<file path="config.mk">
export PLATFORM = sky130hd
export DESIGN_NAME = systolic_sched
export DESIGN_NICKNAME = d
export VERILOG_FILES = /design/src/rtl/systolic_sched_pkg.sv /design/src/rtl/systolic_sched_rr_arbiter.sv /design/src/rtl/systolic_sched.sv
export SDC_FILE = /design/constraint.sdc
export NUM_CORES = 1
export LEC_CHECK = 0
export ABC_AREA = 1
export CORE_UTILIZATION = 55
export CTS_CLUSTER_SIZE = 8
export DETAILED_ROUTE_END_ITERATION = 6
export DONT_BUFFER_PORTS = 1
export PLACE_DENSITY = 0.7
export SYNTH_ARGS = -nofsm -noshare
export SYNTH_HDL_FRONTEND = slang
export SYNTH_SLANG_ARGS = --single-unit
</file>
<file path="constraint.sdc">
create_clock -name clk -period 3.25 [get_ports clk]
set_input_delay 0.65 -clock clk [delete_from_list [all_inputs] [get_ports clk]]
set_output_delay 0.65 -clock clk [all_outputs]
set_load 0.02 [all_outputs]
</file>
<file path="src/rtl/systolic_sched_pkg.sv">
// systolic_sched_pkg: shared types and default constants for the systolic NOR
// array scheduler.
//   state_e      scheduler FSM states (idle, operands settling, response held)
//   Def*         default array geometry, requester count and settle time
//   OpCountW     width of the optional completed-operation counter
package systolic_sched_pkg;

  typedef enum logic [1:0] {
    StIdle,
    StSettle,
    StResp
  } state_e;

  localparam int unsigned DefRow    = 4;
  localparam int unsigned DefColumn = 12;
  localparam int unsigned DefNreq   = 4;
  localparam int unsigned DefSettle = 3;
  localparam int unsigned OpCountW  = 16;

endpackage

</file>
<file path="src/rtl/systolic_sched_rr_arbiter.sv">
// rr_arbiter: combinational round-robin arbiter. The search starts at `pointer`
// and wraps around; the pointer register itself is owned by the caller.
//   req        in   NREQ  request vector
//   pointer    in   IDW   highest-priority requester index
//   enable     in   1     when low, no grant is issued
//   grant      out  NREQ  one-hot grant (all zero when nothing granted)
//   grant_idx  out  IDW   binary index of the granted requester (0 if none)
module rr_arbiter #(
  parameter int unsigned NREQ = 4,
  localparam int unsigned IDW = $clog2(NREQ)
) (
  input  logic [NREQ-1:0] req,
  input  logic [IDW-1:0]  pointer,
  input  logic            enable,
  output logic [NREQ-1:0] grant,
  output logic [IDW-1:0]  grant_idx
);

  logic [NREQ-1:0] req_en;
  logic            found;

  assign req_en = enable ? req : '0;

  // Two passes: first the indices at or above the pointer, then the wrapped
  // lower indices. The first hit wins, giving rotating priority.
  always_comb begin
    grant     = '0;
    grant_idx = '0;
    found     = 1'b0;
    for (int k = 0; k < NREQ; k++) begin
      if (!found && req_en[k] && (IDW'(k) >= pointer)) begin
        found     = 1'b1;
        grant[k]  = 1'b1;
        grant_idx = IDW'(k);
      end
    end
    for (int k = 0; k < NREQ; k++) begin
      if (!found && req_en[k]) begin
        found     = 1'b1;
        grant[k]  = 1'b1;
        grant_idx = IDW'(k);
      end
    end
  end

endmodule

</file>
<file path="src/rtl/systolic_sched.sv">
// systolic_sched: round-robin scheduler sharing one combinational ROW x COLUMN
// NOR array among NREQ requesters. One operand pair is in flight at a time:
// accept, hold operands on the array for SETTLE cycles, sample arr_out, then
// present the result until the consumer takes it.
// Optional feature: define SYSTOLIC_SCHED_CNT_EN to add the op_count port, a
// 16-bit wrapping count of completed response handshakes.
//   clk        in   1           rising-edge clock
//   rst_n      in   1           synchronous active-low reset
//   req_valid  in   NREQ        per-requester request
//   req_ready  out  NREQ        one-hot accept strobe (combinational)
//   req_row    in   NREQ*ROW    requester k row operand at [k*ROW +: ROW]
//   req_col    in   NREQ*COLUMN requester k column operand at [k*COLUMN +: COLUMN]
//   arr_row    out  ROW         registered array row drive
//   arr_col    out  COLUMN      registered array column drive
//   arr_out    in   1           array result
//   rsp_valid  out  1           result available
//   rsp_ready  in   1           consumer accepts result
//   rsp_id     out  IDW         requester owning the result
//   rsp_data   out  1           sampled array result
//   op_count   out  16          completed operations (SYSTOLIC_SCHED_CNT_EN only)
//   busy       out  1           high whenever not idle
module systolic_sched
  import systolic_sched_pkg::*;
#(
  parameter int unsigned ROW    = DefRow,
  parameter int unsigned COLUMN = DefColumn,
  parameter int unsigned NREQ   = DefNreq,
  parameter int unsigned SETTLE = DefSettle,
  localparam int unsigned IDW   = $clog2(NREQ)
) (
  input  logic                   clk,
  input  logic                   rst_n,
  input  logic [NREQ-1:0]        req_valid,
  output logic [NREQ-1:0]        req_ready,
  input  logic [NREQ*ROW-1:0]    req_row,
  input  logic [NREQ*COLUMN-1:0] req_col,
  output logic [ROW-1:0]         arr_row,
  output logic [COLUMN-1:0]      arr_col,
  input  logic                   arr_out,
  output logic                   rsp_valid,
  input  logic                   rsp_ready,
  output logic [IDW-1:0]         rsp_id,
  output logic                   rsp_data,
`ifdef SYSTOLIC_SCHED_CNT_EN
  output logic [OpCountW-1:0]    op_count,
`endif
  output logic                   busy
);

  // Counter must hold SETTLE-1; keep at least one bit when SETTLE is 1.
  localparam int unsigned CW = (SETTLE > 1) ? $clog2(SETTLE) : 1;

  if (SETTLE < 1) begin : g_settle_check
    $error("systolic_sched: SETTLE must be at least 1");
  end
  if (NREQ < 2) begin : g_nreq_check
    $error("systolic_sched: NREQ must be at least 2");
  end

  state_e              state_q;
  logic [IDW-1:0]      ptr_q;
  logic [CW-1:0]       cnt_q;
  logic [ROW-1:0]      arr_row_q;
  logic [COLUMN-1:0]   arr_col_q;
  logic                rsp_valid_q;
  logic [IDW-1:0]      rsp_id_q;
  logic                rsp_data_q;

  logic [NREQ-1:0]     grant;
  logic [IDW-1:0]      grant_idx;
  logic [IDW-1:0]      next_ptr;
  logic [ROW-1:0]      sel_row;
  logic [COLUMN-1:0]   sel_col;

  rr_arbiter #(
    .NREQ (NREQ)
  ) u_arb (
    .req       (req_valid),
    .pointer   (ptr_q),
    .enable    (state_q == StIdle),
    .grant     (grant),
    .grant_idx (grant_idx)
  );

  // Next search starts just past the winner.
  assign next_ptr = (grant_idx == IDW'(NREQ - 1)) ? '0 : grant_idx + IDW'(1);

  // Operand mux driven by the one-hot grant.
  always_comb begin
    sel_row = '0;
    sel_col = '0;
    for (int k = 0; k < NREQ; k++) begin
      if (grant[k]) begin
        sel_row = req_row[k*ROW +: ROW];
        sel_col = req_col[k*COLUMN +: COLUMN];
      end
    end
  end

  always_ff @(posedge clk) begin
    if (!rst_n) begin
      state_q     <= StIdle;
      ptr_q       <= '0;
      cnt_q       <= '0;
      arr_row_q   <= '0;
      arr_col_q   <= '0;
      rsp_valid_q <= 1'b0;
      rsp_id_q    <= '0;
      rsp_data_q  <= 1'b0;
    end else begin
      unique case (state_q)
        StIdle: begin
          if (|grant) begin
            arr_row_q <= sel_row;
            arr_col_q <= sel_col;
            rsp_id_q  <= grant_idx;
            ptr_q     <= next_ptr;
            cnt_q     <= CW'(SETTLE - 1);
            state_q   <= StSettle;
          end
        end
        StSettle: begin
          if (cnt_q == '0) begin
            rsp_data_q  <= arr_out;
            rsp_valid_q <= 1'b1;
            state_q     <= StResp;
          end else begin
            cnt_q <= cnt_q - CW'(1);
          end
        end
        StResp: begin
          if (rsp_ready) begin
            rsp_valid_q <= 1'b0;
            state_q     <= StIdle;
          end
        end
        default: state_q <= StIdle;
      endcase
    end
  end

`ifdef SYSTOLIC_SCHED_CNT_EN
  logic [OpCountW-1:0] op_count_q;
  logic                rsp_hs;

  assign rsp_hs = (state_q == StResp) && rsp_ready;

  always_ff @(posedge clk) begin
    if (!rst_n) begin
      op_count_q <= '0;
    end else if (rsp_hs) begin
      op_count_q <= op_count_q + OpCountW'(1);
    end
  end

  assign op_count = op_count_q;
`endif

  assign req_ready = grant;
  assign arr_row   = arr_row_q;
  assign arr_col   = arr_col_q;
  assign rsp_valid = rsp_valid_q;
  assign rsp_id    = rsp_id_q;
  assign rsp_data  = rsp_data_q;
  assign busy      = (state_q != StIdle);

endmodule

</file>
==> flow_summary.yaml <==
cells_and_area:
  fillers: 311
  final_nets: 350
  syn_to_final_growth_pct: 0.762
  multi_input_area_um2: 878
  drive_gt1_share_pct: 7.25
  seq_area_um2: 520
  diodes: 0
synthesis:
  syn_inst: 280
  synth_edf_count: 0
  synth_most_common_cell: "nand2_1"
  ys_seq_area_share_pct: 31.7
  syn-num-nets: 353
  ys_warn_count: 0
  synthArstFlopShare_pct: 0
  yosysTopAreaCell: "nand2_1"
  post_synth_num_cell_types: 21
  yosysTopAreaCellShare_pct: 32.0
  synthFlopType: "dfxtp_1"
  synthTopCellsByCount: "nand2_1, inv_1, dfxtp_1"
  synth-seq-cells: 26
  synthTopCellsByArea: "nand2_1, dfxtp_1, inv_1"
  avgSynthCellArea_um2: 5.86
  syn_area_um2: 1640
die:
  die_width_um: 56.6
  num_io_pins: 97
  die_h_um: 56.6
  design.core.area_um2: 2780
  dieArea_um2: 3210
  start_util_pct: 59.0
  rows: 19
detailed_routing:
  vias: 1579
  via_per_inst: 5.14
  drc_errors: 0
  drt-initial-drc-count: 66
  drt-total-wl_um: 3560
  ant_nets: 0
  dr.pass1.iters: 4
  wire_per_inst_um: 11.6
clock_tree:
  clk_pin_slew_worst_paths_ps: 140
  clock_latency_ps: 310
  cts_setup_buffers: 0
  cts_buffers: 3
  cts_tree: "yes"
  holdBufCountCts: 0
  htree_levels: 1
  post_cts_resize_count: 0
  cts.sinks: 26
  root_buffer: "clkbuf_4"
  cts_buffer_depth: 2
sta:
  fin_crit_sh_pct: 70.9
  min_period_ps: 2300
  clock.fmax_ghz: 0.434
  finalSetupTns_ps: 0
  hold_viol: 0
  slew_viol_final: 0
  fin_worst_skew_ps: 12.2
  setup_viol: 0
  grt_setup_unrepaired: "no"
  slew_headroom_pct: 60.0
  worstMarginPinSlew_ps: 597
pwr:
  ir_drop_v: 0.000449
  powerDensity_nw_per_um2: 634
  power_w: 0.00105
  leakage_nw: 0.933
placed_design:
  place_congestion: 0.894
  dp_hpwl_um: 2640
  port_buffers: 0
min_path:
  holdCritPathClass: "in -> reg"
critical_path:
  required_ps: 2600
  cp_max_fo: 18
  start_kind: "flip-flop"
  endpoint_kind: "primary output"
  worst-setup-path-type: "reg -> out"
  cp.arrival_ps: 1650
global_route:
  grt_max_degree: 22
  grt_pass1_vias: 1288
  grtUsageTotal_pct: 21.8
  grt_overflow: 0
  grt_pass1_wl_um: 5600
  grt_antenna_before_repair: 0
flow_run:
  cap_violations: 0
status:
  outcome: "finished clean"
flip-flops by register name (all words and copies together) (netlist names):
signal,count
arr_col,12
cnt_q,2
rsp_valid,1
rsp_id,2
arr_row,4
ptr_q,2
rsp_data,1
state_q,2
where the power goes:
part | total [W] | switching, W | internal, W
Combinational | 0.000385 | 0.000261 | 0.000124
Clock | 0.000158 | 0.0000898 | 0.0000683
Sequential | 0.000505 | 0.000115 | 0.000389
final timing paths:
path / startpoint / endpoint / slack, ps / depth (start not counted)
hold / removal: rst_n / arr_col[1]$_SDFFE_PN0P_ / 430 / 2
setup reg to reg: state_q[1]$_SDFFE_PN0P_ / arr_col[7]$_SDFFE_PN0P_ / 1220 / 12
setup / recovery: state_q[1]$_SDFFE_PN0P_ / req_ready[2] / 950 / 6
hold reg to reg: cnt_q[1]$_SDFFE_PN0P_ / cnt_q[1]$_SDFFE_PN0P_ / 470 / 2
critical path, stage by stage, from the launching register on:
cell and delay [ps]:
dfxtp_1 430, nor2_4 90, nand2_1 110, nand2_2 80
nor2_2 150, nand4_1 120, nand2_2 360
routing by layer:
| layer | share of wire, % | GRT usage, % | vias up |
|---|---|---|---|
| li1 | - | - | 842 |
| met1 | 42 | 24.5 | 667 |
| met2 | 48 | 39.2 | 66 |
| met3 | 8.5 | 6.45 | 4 |
| met4 | 1.2 | 6.97 | 0 |
| met5 | 0 | 0 | - |
cell usage in the layout (no fill, tap or decap):
cell / Yosys / layout
nor3_2: 2 / 2
ha_1: 1 / 1
clkbuf_4: 0 / 3
nand2_1: 140 / 140
dfxtp_1: 26 / 26
clkbuf_8: 0 / 1
or2_1: 1 / 1
nor2_4: 1 / 1
nand3_1: 7 / 7
nand2_2: 5 / 5
o21ai_0: 4 / 4
nor2_2: 1 / 1
nand3_2: 3 / 3
inv_1: 43 / 43
a21oi_1: 7 / 7
inv_2: 3 / 3
buf_4: 3 / 1
nand4_1: 17 / 17
nor3_1: 1 / 1
nor2_1: 9 / 9
final cells by class:
class	instances	area share (%)
clock buffers	4	2.19
inverters	46	10.4
multi-input cells	199	53.1
flip-flops and latches	26	31.5
well taps	31	2.34
repair buffers	1	0.454
through the flow:
| step | setup WS (ps) | utilization [%] | cells | cell area, um2 | hold WS, ps |
|---|---|---|---|---|---|
| global placement | 1160 | 58.2 | 303 | 1620 | 446 |
| CTS | 929 | 59.5 | 307 | 1650 | 415 |
| global route | 787 | 59.5 | 307 | 1650 | 416 |
| finish | 947 | 59.5 | 307 | 1650 | 427 |
| floorplan | 1210 | - | 280 | 1640 | 433 |
| detailed placement | 1130 | 58.2 | 303 | 1620 | 452 |
kinds of logic after synthesis:
logic type / share of synthesized area, %
AOI/OAI and AO/OA: 3.35
and+or+nand+nor: 49.4
DFF: 31.7
adders and majority gates: 0.762
buffers and inverters: 14.8
Note: power is estimated with default switching activity, not from simulation.
